<file path="config.mk">
export PLATFORM = sky130hd
export DESIGN_NAME = branch_predict_unit_flat
export DESIGN_NICKNAME = d
export VERILOG_FILES = /design/src/rtl/miniRISC_pkg.sv /design/src/rtl/branch_predict_unit_if.sv /design/src/rtl/bp_counter_table.sv /design/src/rtl/branch_predict_unit.sv /design/src/flat_wrapper.sv
export SDC_FILE = /design/constraint.sdc
export NUM_CORES = 1
export LEC_CHECK = 0
export CORE_UTILIZATION = 50
export CTS_BUF_LIST = sky130_fd_sc_hd__clkbuf_4
export CTS_CLUSTER_DIAMETER = 50
export DETAILED_ROUTE_END_ITERATION = 10
export PLACE_DENSITY = 0.87
export SKIP_LAST_GASP = 1
export SYNTH_ARGS = -nofsm -noshare
export SYNTH_HDL_FRONTEND = slang
export SYNTH_HIERARCHICAL = 1
export SYNTH_SLANG_ARGS = --single-unit
</file>
<file path="constraint.sdc">
create_clock -name clk -period 4.97 [get_ports clk]
set_clock_uncertainty 0.1 [all_clocks]
set_input_delay 0.497 -clock clk [delete_from_list [all_inputs] [get_ports clk]]
set_output_delay 0.497 -clock clk [all_outputs]
set_load 0.02 [all_outputs]
</file>
<file path="src/rtl/miniRISC_pkg.sv">
// Shared miniRISC definitions: branch opcodes, ALU flag layout and the
// 2-bit saturating predictor counter encoding with its update rule.
package miniRISC_pkg;

  localparam int MR_OPC_W = 6;

  localparam logic [MR_OPC_W-1:0] OP_BLTZ = 6'b000111;
  localparam logic [MR_OPC_W-1:0] OP_BZ   = 6'b001000;
  localparam logic [MR_OPC_W-1:0] OP_BNZ  = 6'b001001;
  localparam logic [MR_OPC_W-1:0] OP_BR   = 6'b001010;
  localparam logic [MR_OPC_W-1:0] OP_B    = 6'b001011;
  localparam logic [MR_OPC_W-1:0] OP_BL   = 6'b001100;
  localparam logic [MR_OPC_W-1:0] OP_BCY  = 6'b001101;
  localparam logic [MR_OPC_W-1:0] OP_BNCY = 6'b001110;

  typedef struct packed {
    logic sign;
    logic zero;
    logic carry;
  } flags_t;

  typedef enum logic [1:0] {
    CTR_SNT = 2'b00,  // strongly not-taken
    CTR_WNT = 2'b01,  // weakly not-taken (reset value)
    CTR_WT  = 2'b10,  // weakly taken
    CTR_ST  = 2'b11   // strongly taken
  } ctr_t;

  // Saturating step: taken counts up to CTR_ST, not-taken down to CTR_SNT.
  function automatic ctr_t ctr_next(ctr_t c, logic taken);
    ctr_t n;
    n = c;
    if (taken) begin
      if (c != CTR_ST) n = ctr_t'(c + 2'd1);
    end else begin
      if (c != CTR_SNT) n = ctr_t'(c - 2'd1);
    end
    return n;
  endfunction

endpackage

</file>
<file path="src/rtl/branch_predict_unit_if.sv">
// Fetch-lookup, flag-write and branch-resolve signals of the predictor.
// master drives requests (core side), slave is the predictor.
interface branch_predict_unit_if #(
  parameter int ADDR_W = 32,
  parameter int OPC_W  = 6
);
  logic              fetch_valid;
  logic [ADDR_W-1:0] fetch_pc;
  logic              pred_taken;

  logic              flag_we;
  logic              sign_in;
  logic              zero_in;
  logic              carry_in;

  logic              res_valid;
  logic [OPC_W-1:0]  res_opcode;
  logic [ADDR_W-1:0] res_pc;
  logic [ADDR_W-1:0] res_target;
  logic              res_pred;

  logic              branch_valid;
  logic              mispredict;
  logic              flush;
  logic [ADDR_W-1:0] redirect_pc;
  logic              link_we;
  logic [ADDR_W-1:0] link_addr;

  modport master (
    output fetch_valid, fetch_pc, flag_we, sign_in, zero_in, carry_in,
           res_valid, res_opcode, res_pc, res_target, res_pred,
    input  pred_taken, branch_valid, mispredict, flush, redirect_pc,
           link_we, link_addr
  );

  modport slave (
    input  fetch_valid, fetch_pc, flag_we, sign_in, zero_in, carry_in,
           res_valid, res_opcode, res_pc, res_target, res_pred,
    output pred_taken, branch_valid, mispredict, flush, redirect_pc,
           link_we, link_addr
  );
endinterface

</file>
<file path="src/rtl/bp_counter_table.sv">
// Table of 2-bit saturating counters. The read port is combinational off
// the stored state, so a lookup in the same cycle as an update to the
// same entry sees the pre-update value.
module bp_counter_table
  import miniRISC_pkg::*;
#(
  parameter int IDX_W = 4
) (
  input  logic             clk,
  input  logic             rst_n,
  input  logic [IDX_W-1:0] rd_idx_i,
  output ctr_t             rd_ctr_o,
  input  logic             upd_en_i,
  input  logic [IDX_W-1:0] upd_idx_i,
  input  logic             upd_taken_i
);

  localparam int ENTRIES = 1 << IDX_W;

  ctr_t ctr_q [ENTRIES];

  assign rd_ctr_o = ctr_q[rd_idx_i];

  // Counter storage: all entries weakly not-taken on reset, RMW on update.
  always_ff @(posedge clk or negedge rst_n) begin
    if (!rst_n) begin
      for (int i = 0; i < ENTRIES; i++) ctr_q[i] <= CTR_WNT;
    end else if (upd_en_i) begin
      ctr_q[upd_idx_i] <= ctr_next(ctr_q[upd_idx_i], upd_taken_i);
    end
  end

endmodule

</file>
<file path="src/rtl/branch_predict_unit.sv">
// Branch predictor / resolver: flag register, branch condition evaluation,
// registered resolve results and a bimodal counter table for fetch lookup.
module branch_predict_unit
  import miniRISC_pkg::*;
#(
  parameter int ADDR_W = 32,
  parameter int IDX_W  = 4,
  parameter int OPC_W  = 6
) (
  input logic                  clk,
  input logic                  rst_n,
  branch_predict_unit_if.slave bus
);

  flags_t            flags_q;
  logic              pred_taken_q;
  logic              branch_valid_q, branch_valid_d;
  logic              mispredict_q, mispredict_d;
  logic [ADDR_W-1:0] redirect_pc_q, redirect_pc_d;
  logic              link_we_q, link_we_d;
  logic [ADDR_W-1:0] link_addr_q, link_addr_d;

  logic              is_cond, is_uncond, is_bl, cond_taken, taken, hit;
  logic [ADDR_W-1:0] pc_plus4;
  ctr_t              rd_ctr;

  // Only PC[IDX_W+1:2] selects a table entry; the rest is ignored.
  logic unused_fetch_pc;
  assign unused_fetch_pc = ^{bus.fetch_pc[ADDR_W-1:IDX_W+2], bus.fetch_pc[1:0]};

  // Opcode decode and condition evaluation against the stored (old) flags.
  always_comb begin
    is_cond    = 1'b0;
    is_uncond  = 1'b0;
    is_bl      = 1'b0;
    cond_taken = 1'b0;
    case (bus.res_opcode)
      OPC_W'(OP_BCY):  begin is_cond = 1'b1; cond_taken = flags_q.carry;  end
      OPC_W'(OP_BNCY): begin is_cond = 1'b1; cond_taken = !flags_q.carry; end
      OPC_W'(OP_BLTZ): begin is_cond = 1'b1; cond_taken = flags_q.sign;   end
      OPC_W'(OP_BZ):   begin is_cond = 1'b1; cond_taken = flags_q.zero;   end
      OPC_W'(OP_BNZ):  begin is_cond = 1'b1; cond_taken = !flags_q.zero;  end
      OPC_W'(OP_BR),
      OPC_W'(OP_B):    is_uncond = 1'b1;
      OPC_W'(OP_BL):   begin is_uncond = 1'b1; is_bl = 1'b1; end
      default: ;
    endcase
  end

  assign taken    = is_uncond | cond_taken;
  assign hit      = bus.res_valid & (is_cond | is_uncond);
  assign pc_plus4 = bus.res_pc + ADDR_W'(4);

  // Next values for the resolve outputs; anything not firing reads as zero.
  always_comb begin
    branch_valid_d = hit & taken;
    mispredict_d   = hit & (taken != bus.res_pred);
    redirect_pc_d  = '0;
    if (mispredict_d) redirect_pc_d = taken ? bus.res_target : pc_plus4;
    link_we_d      = bus.res_valid & is_bl;
    link_addr_d    = link_we_d ? pc_plus4 : '0;
  end

  // Flag register and registered resolve outputs.
  always_ff @(posedge clk or negedge rst_n) begin
    if (!rst_n) begin
      flags_q        <= '0;
      branch_valid_q <= 1'b0;
      mispredict_q   <= 1'b0;
      redirect_pc_q  <= '0;
      link_we_q      <= 1'b0;
      link_addr_q    <= '0;
    end else begin
      if (bus.flag_we) flags_q <= '{sign: bus.sign_in, zero: bus.zero_in, carry: bus.carry_in};
      branch_valid_q <= branch_valid_d;
      mispredict_q   <= mispredict_d;
      redirect_pc_q  <= redirect_pc_d;
      link_we_q      <= link_we_d;
      link_addr_q    <= link_addr_d;
    end
  end

  // Fetch prediction: counter MSB captured on a lookup, held otherwise.
  always_ff @(posedge clk or negedge rst_n) begin
    if (!rst_n)               pred_taken_q <= 1'b0;
    else if (bus.fetch_valid) pred_taken_q <= (rd_ctr == CTR_WT) || (rd_ctr == CTR_ST);
  end

  bp_counter_table #(.IDX_W(IDX_W)) u_table (
    .clk        (clk),
    .rst_n      (rst_n),
    .rd_idx_i   (bus.fetch_pc[IDX_W+1:2]),
    .rd_ctr_o   (rd_ctr),
    .upd_en_i   (bus.res_valid & is_cond),
    .upd_idx_i  (bus.res_pc[IDX_W+1:2]),
    .upd_taken_i(cond_taken)
  );

  assign bus.pred_taken   = pred_taken_q;
  assign bus.branch_valid = branch_valid_q;
  assign bus.mispredict   = mispredict_q;
  assign bus.flush        = mispredict_q;
  assign bus.redirect_pc  = redirect_pc_q;
  assign bus.link_we      = link_we_q;
  assign bus.link_addr    = link_addr_q;

endmodule

</file>
<file path="src/flat_wrapper.sv">
// flat-port wrapper written by rule: the top's interface ports become plain ports
module branch_predict_unit_flat import miniRISC_pkg::*;
#(
  parameter int ADDR_W = 32,
  parameter int IDX_W  = 4,
  parameter int OPC_W  = 6
)
  (clk, rst_n, bus_fetch_valid, bus_fetch_pc, bus_flag_we, bus_sign_in, bus_zero_in, bus_carry_in, bus_res_valid, bus_res_opcode, bus_res_pc, bus_res_target, bus_res_pred, bus_pred_taken, bus_branch_valid, bus_mispredict, bus_flush, bus_redirect_pc, bus_link_we, bus_link_addr);
  branch_predict_unit_if #(.ADDR_W(ADDR_W), .OPC_W(OPC_W)) bus_i ();
  input logic clk;
  input logic rst_n;
  input wire logic [$bits(bus_i.fetch_valid)-1:0] bus_fetch_valid;
  input wire logic [$bits(bus_i.fetch_pc)-1:0] bus_fetch_pc;
  input wire logic [$bits(bus_i.flag_we)-1:0] bus_flag_we;
  input wire logic [$bits(bus_i.sign_in)-1:0] bus_sign_in;
  input wire logic [$bits(bus_i.zero_in)-1:0] bus_zero_in;
  input wire logic [$bits(bus_i.carry_in)-1:0] bus_carry_in;
  input wire logic [$bits(bus_i.res_valid)-1:0] bus_res_valid;
  input wire logic [$bits(bus_i.res_opcode)-1:0] bus_res_opcode;
  input wire logic [$bits(bus_i.res_pc)-1:0] bus_res_pc;
  input wire logic [$bits(bus_i.res_target)-1:0] bus_res_target;
  input wire logic [$bits(bus_i.res_pred)-1:0] bus_res_pred;
  output wire logic [$bits(bus_i.pred_taken)-1:0] bus_pred_taken;
  output wire logic [$bits(bus_i.branch_valid)-1:0] bus_branch_valid;
  output wire logic [$bits(bus_i.mispredict)-1:0] bus_mispredict;
  output wire logic [$bits(bus_i.flush)-1:0] bus_flush;
  output wire logic [$bits(bus_i.redirect_pc)-1:0] bus_redirect_pc;
  output wire logic [$bits(bus_i.link_we)-1:0] bus_link_we;
  output wire logic [$bits(bus_i.link_addr)-1:0] bus_link_addr;
  assign bus_i.fetch_valid = bus_fetch_valid;
  assign bus_i.fetch_pc = bus_fetch_pc;
  assign bus_i.flag_we = bus_flag_we;
  assign bus_i.sign_in = bus_sign_in;
  assign bus_i.zero_in = bus_zero_in;
  assign bus_i.carry_in = bus_carry_in;
  assign bus_i.res_valid = bus_res_valid;
  assign bus_i.res_opcode = bus_res_opcode;
  assign bus_i.res_pc = bus_res_pc;
  assign bus_i.res_target = bus_res_target;
  assign bus_i.res_pred = bus_res_pred;
  assign bus_pred_taken = bus_i.pred_taken;
  assign bus_branch_valid = bus_i.branch_valid;
  assign bus_mispredict = bus_i.mispredict;
  assign bus_flush = bus_i.flush;
  assign bus_redirect_pc = bus_i.redirect_pc;
  assign bus_link_we = bus_i.link_we;
  assign bus_link_addr = bus_i.link_addr;
  branch_predict_unit #(.ADDR_W(ADDR_W), .IDX_W(IDX_W), .OPC_W(OPC_W)) u_core (.clk(clk), .rst_n(rst_n), .bus(bus_i));
endmodule
</file>
# ---- After elaboration in Yosys (flattened, before gate mapping)
# Cells that the tools add are included.
# W data, S select, Z words.
dict set report word_totals {
  mem_bits_rw 0
  wordCells 79
  inputBits 111
  rom_bits 0
  output_inout_bits 69
  regBits 103
  latch_bits 0
  mem_count 0
}
dict set report op_classes {
  n_shift 0
  addsub 3
  eq_ne 12
  muxes 20
  order_cmp 3
  div_mod_pow 0
  n_mul 0
  reduce_logical 7
  bitwise 9
}
# cell n
set ops {}
lappend ops {{$mux W32} 3}
lappend ops {{$eq A6 B4 Y1 const B} 7}
lappend ops {{$add A32 B3 Y32 const B} 1}
lappend ops {{$bwmux W32} 1}
lappend ops {{$mux W2} 9}
lappend ops {{$bmux W2 S4} 2}
lappend ops {{$ge A5 B5 Y1 const B} 2}
lappend ops {{$not A4 Y5} 2}
lappend ops {{$demux W2 S4} 1}
lappend ops {{$eq A6 B3 Y1 const B} 1}
lappend ops {{$and A1 B1 Y1} 5}
lappend ops {{$lt A5 B1 Y1 const B} 1}
lappend ops {{$pmux W1 S5} 1}
lappend ops {{$reduce_or A5 Y1} 1}
lappend ops {{$eq A2 B2 Y1 const B} 2}
lappend ops {{$mux W1} 3}
lappend ops {{$reduce_or A3 Y1} 1}
lappend ops {{$add A2 B1 Y2 const B} 1}
lappend ops {{$logic_not A1 Y1} 2}
lappend ops {{$ne A2 B2 Y1 const B} 1}
lappend ops {{$or A1 B1 Y1} 2}
lappend ops {{$reduce_bool A2 Y1} 1}
lappend ops {{$sub A2 B1 Y2 const B} 1}
lappend ops {{$logic_and A1 B1 Y1} 1}
lappend ops {{other kinds (2)} 2}

# ---- Depth between registers and ports, before layout
dict set report depth {
  depth_word 9
  depth_mapped 11
  ltp_nobuf 9
}

# ---- By module
# Netlist, hierarchy kept.
# mod cells_each seq_area_each_um2 instances area_per_inst_um2
set modules_own_cells {}
lappend modules_own_cells {branch_predict_unit 311 1776.7 1 3226.8}
lappend modules_own_cells {bp_counter_table 152 820.8 1 1906.8}

# ---- Worst setup path after synthesis
# OpenSTA, ideal clock, no wires.
dict set report synth_path {
  kind {input to register}
  from {input bus_res_pc[3]}
  to {register u_core/u_table/ctr_q[15] (netlist name)}
  arrival_time_ps 2308
  setup_ps 125
  cell_stages 7
  path_slack_ps 2437
  path_buffers 2
  path_cell_list {buf_6 mux4_1 mux2_2 maj3_2 or2_1 buf_6 mux2_2}
}
dict set report synth_via {
  elab_chain_cells 9
  word_cells_on_any_way 18
  cone_classes {2 x add/sub; 2 x order compare; 1 x eq/ne; 10 x mux; 1 x bitwise; 2 x reduce/logical}
}
# element line_no
set synth_lines {}
lappend synth_lines {{start: declaration} flat_wrapper.sv:20} ;# input wire logic [$bits(bus_i.res_pc)-1:0] bus_res_pc;
lappend synth_lines {{$not A4 Y5 (not written as such) *} bp_counter_table.sv:29} ;# ctr_q[upd_idx_i] <= ctr_next(ctr_q[upd_idx_i], upd_taken_i);
lappend synth_lines {{$bmux W2 S4} bp_counter_table.sv:29}
lappend synth_lines {{$mux W2 (not written as such) (2 in series)} bp_counter_table.sv:29}
lappend synth_lines {{$sub A2 B1 Y2 (tied with other cells)} miniRISC_pkg.sv:36} ;# if (c != CTR_SNT) n = ctr_t'(c - 2'd1);
lappend synth_lines {{$mux W2, on equally long branches} {miniRISC_pkg.sv:36, miniRISC_pkg.sv:34}}
lappend synth_lines {{$mux W2} miniRISC_pkg.sv:33} ;# if (taken) begin
lappend synth_lines {{$mux W2} bp_counter_table.sv:28} ;# end else if (upd_en_i) begin
lappend synth_lines {{$bwmux W32 *} bp_counter_table.sv:29}
lappend synth_lines {{end signal: indexed assignment} bp_counter_table.sv:29}
lappend synth_lines {{end: declaration} bp_counter_table.sv:20} ;# ctr_t ctr_q [ENTRIES];
# Mark *: on every way between the ends. The rest lies on a longest branch, timed or not. The select of a mux whose other input is x is not followed.
# A chain may end at the register's enable or synchronous reset.

# ---- Worst setup path after layout
dict set report layout_path {
  from {input bus_res_opcode[3]}
  to {register u_core.redirect_pc_q[6] (netlist: u_core/bus.redirect_pc[6])}
}
dict set report layout_via {
  elab_chain_cells 7
  word_cells_on_any_way 20
  cone_classes {9 x eq/ne; 5 x mux; 4 x bitwise; 2 x reduce/logical}
}
# element line_no
set layout_lines {}
lappend layout_lines {{start: declaration} flat_wrapper.sv:19} ;# input wire logic [$bits(bus_i.res_opcode)-1:0] bus_res_opcode;
lappend layout_lines {{$eq A6 B4 Y1 or $eq A6 B3 Y1 (tied branches)} branch_predict_unit.sv:37} ;# case (bus.res_opcode)
lappend layout_lines {{$reduce_or A5 Y1 (no line) or $reduce_or A3 Y1 (tied branches)} n/a}
lappend layout_lines {{$mux W1} branch_predict_unit.sv:37}
lappend layout_lines {{$or A1 B1 Y1, on equally long branches} {branch_predict_unit.sv:51, branch_predict_unit.sv:50}}
lappend layout_lines {{$and A1 B1 Y1 or $ne A1 B1 Y1 (tied branches)} {branch_predict_unit.sv:51, branch_predict_unit.sv:57}}
lappend layout_lines {{$and A1 B1 Y1} branch_predict_unit.sv:57} ;# mispredict_d = hit & (taken != bus.res_pred);
lappend layout_lines {{$mux W32 *} branch_predict_unit.sv:59} ;# if (mispredict_d) redirect_pc_d = taken ? bus.res_target : pc_plus4;
lappend layout_lines {{named net u_core.redirect_pc_d[6]} branch_predict_unit.sv:19} ;# logic [ADDR_W-1:0] redirect_pc_q, redirect_pc_d;
lappend layout_lines {{end signal: assignment} branch_predict_unit.sv:77} ;# redirect_pc_q <= redirect_pc_d;
lappend layout_lines {{end: declaration} branch_predict_unit.sv:19}
# Mark *: on every way through the listed nets, which the timed path passes. The rest lies on a longest branch.

==> reports/qor.csv <==
metric,value,unit
status,"finished, final reports clean",
number of antenna violations at the first check in global routing,0,
Top Ports,180,
switching share of total power,25.1,%
post-DP HPWL,9.49,mm
CTS resizes,0,
Synthesis Warnings,6,
"slowest stage delay, CP",0.57,ns
WL met2,6.69,mm
endpoint of the lowest-slack register-to-register path,u_core/bus.redirect_pc[6],
syn_nets,570,
Clock power frac,30.6,%
vias per cell,5.56,
WP data arrival,3.62,ns
ANT nets after route,0,
Initial Util,51.4,%
Num Clock Sinks,103,
Worst R2R Path Depth,7,
CTS Buf Count,9,
DRT Pass-1 Iters,5,
crit path max fanout,52,
Finished Layout Cells,740,
Final #Nets,714,
Remaining DRCs,0,
worst path bufs/invs,2,
Clock Pin Slew Worst Setup and Hold Paths,0.15,ns
Slew Limit Fails,0,
share of cells above drive strength 1,13.2,%
port bufs,151,
worst path cell trace,clkdlybuf4s50_1 > or3b_1 > a311o_1 > o21a_2 > nand3_2 > a21boi_2 > buf_4 > a211oi_1,
final hold vios,0,
worst-margin pin slew,1.13,ns
Worst path slowest cell,o21a_2,
H-Tree Depth,3,
wl on met1,5.20,mm
Setup Viol. Count Final,0,
die area,10400,um2
reg2reg start,u_core/flags_q[1],
Die X,102,um
critical path class,in2reg,
met3 wire len,648,um
required time worst endpoint,5.16,ns
power share of the combinational group,14.6,%
DR top layer,met4,
antenna cells,0,
aggregate global routing overflow,0,
Seq pwr share,54.8,%
WL final,12.9,mm
Routed WL per cell,17.4,um
first-pass GRT wire length,19.9,mm
crit path time final,3.44,ns
Peak VDD IR,0.138,mV
mean post-synth cell area,11.0,um2
RSZ-0062 raised after global routing,false,
pwr dens,236,nW/um2
Rel. slew slack,24.9,%
CTS tree,yes,
net switching power,0.401,mW
"delay-heaviest family, CP",compound AO/OA/AOI/OAI gates,
Die Height,102,um
# hold bufs at CTS,1,
Initial DRC Count,152,
Syn Inst Count,458,
highest clock rate,291,MHz
area grow syn2layout,34.8,%
Overall Global Routing Usage,25.3,%
Core Footprint,9770,um2
min-delay worst type,in2async,
fin crit share,69.2,%
Root Driver,clkbuf_4,
latest clock arrival within the worst-skew pair,0.46,ns
"reg-to-reg slack, setup",1.84,ns
# rows,36,
vias in the first global route,3992,
crit end category,register,
clk buf depth,2,
largest net degree at the start of global routing,83,
via count,4113,
Max-Cap Viols,0,
mapped cell area,5020,um2
leak pwr,2.84,nW
Startpoint Class,input port,
internal power,1.20,mW
postcts setup bufs,0,
final setup TNS,0,ns
placed insts,723,
placer congestion estimate,0.913,
[registers in the layout, indices dropped and copies added (netlist names)]
name,count
u_core/bus.branch_valid,1
u_core/bus.flush,1
u_core/bus.link_addr,32
u_core/bus.link_we,1
u_core/bus.pred_taken,1
u_core/bus.redirect_pc,32
u_core/flags_q,3
u_core/u_table/ctr_q,32
[layout make-up]
type	count	area (um2)
multi-input cells	326	2270
clock inverters	5	81.3
flip-flops and latches	103	2600
fillers	705	3010
clock buffers	11	82.6
repair buffers	157	1560
well taps	133	166
inverters	5	18.8
[power groups by stage]
stage          Combinational [mW]  Sequential, mW  Clock, mW
4_1_cts                     0.234           0.876      0.499
3_3_place_gp                0.227           0.890          0
5_1_grt                     0.253           0.879      0.527
3_5_place_dp                0.232           0.891          0
6_report                    0.234           0.876      0.490
2_1_floorplan              0.0964           0.896          0
[metrics by stage]
step | hold WS (ns) | total power [mW] | util, % | worst slack [ns] | area, um2
2_1_floorplan | 0.101 | 0.993 | - | 2.44 | 5020
5_1_grt | 0.340 | 1.66 | 69.3 | 1.36 | 6770
4_1_cts | 0.316 | 1.61 | 69.3 | 1.56 | 6770
3_3_place_gp | 0.291 | 1.12 | 67.5 | 1.17 | 6600
3_5_place_dp | 0.295 | 1.12 | 67.5 | 1.08 | 6600
6_report | 0.324 | 1.60 | 69.3 | 1.53 | 6770
[how the worst max path moves through the flow]
stage,from,endpoint,slack [ns],cells past startpoint
after global routing,bus_res_opcode[0],u_core/bus.redirect_pc[11],1.36,8
after CTS,bus_res_opcode[3],u_core/bus.redirect_pc[7],1.56,8
after detailed placement,bus_res_opcode[3],u_core/bus.redirect_pc[7],1.08,8
after global placement,bus_res_opcode[3],u_core/bus.redirect_pc[7],1.17,8
final,bus_res_opcode[3],u_core/bus.redirect_pc[6],1.53,8
after floorplan,bus_res_pc[3],u_core/u_table/ctr_q[15],2.44,7
[worst register-to-register path, delay by kind of cell, from the launching register on]
kind,cells,cell delay [ns]
buffers and inverters,1,0.26
AND/OR/NAND/NOR,2,0.34
flip-flops,1,0.43
AO/OA/AOI/OAI,4,1.92
[per-layer routing]
| layer | up-vias | global-route usage [%] |
|---|---|---|
| met4 | 0 | 11.3 |
| met1 | 2010 | 30.4 |
| li1 | 1909 | - |
| met2 | 167 | 45.4 |
| met3 | 27 | 3.15 |
| met5 | - | 0 |
[cell usage in the layout, fill, tap and decap left out, drive strengths merged, types with 7 or more instances in the layout]
master / instances
mux4: 13
xnor2: 13
xor2: 15
mux2: 22
dfstp: 16
o21ai: 14
a211oi: 24
nand4: 7
a21oi: 10
clkdlybuf4s50: 150
nand3: 21
dfrtp: 87
clkbuf: 11
nor2: 86
nor3: 11
nand2: 34
Power figures use the tool's default switching activity.
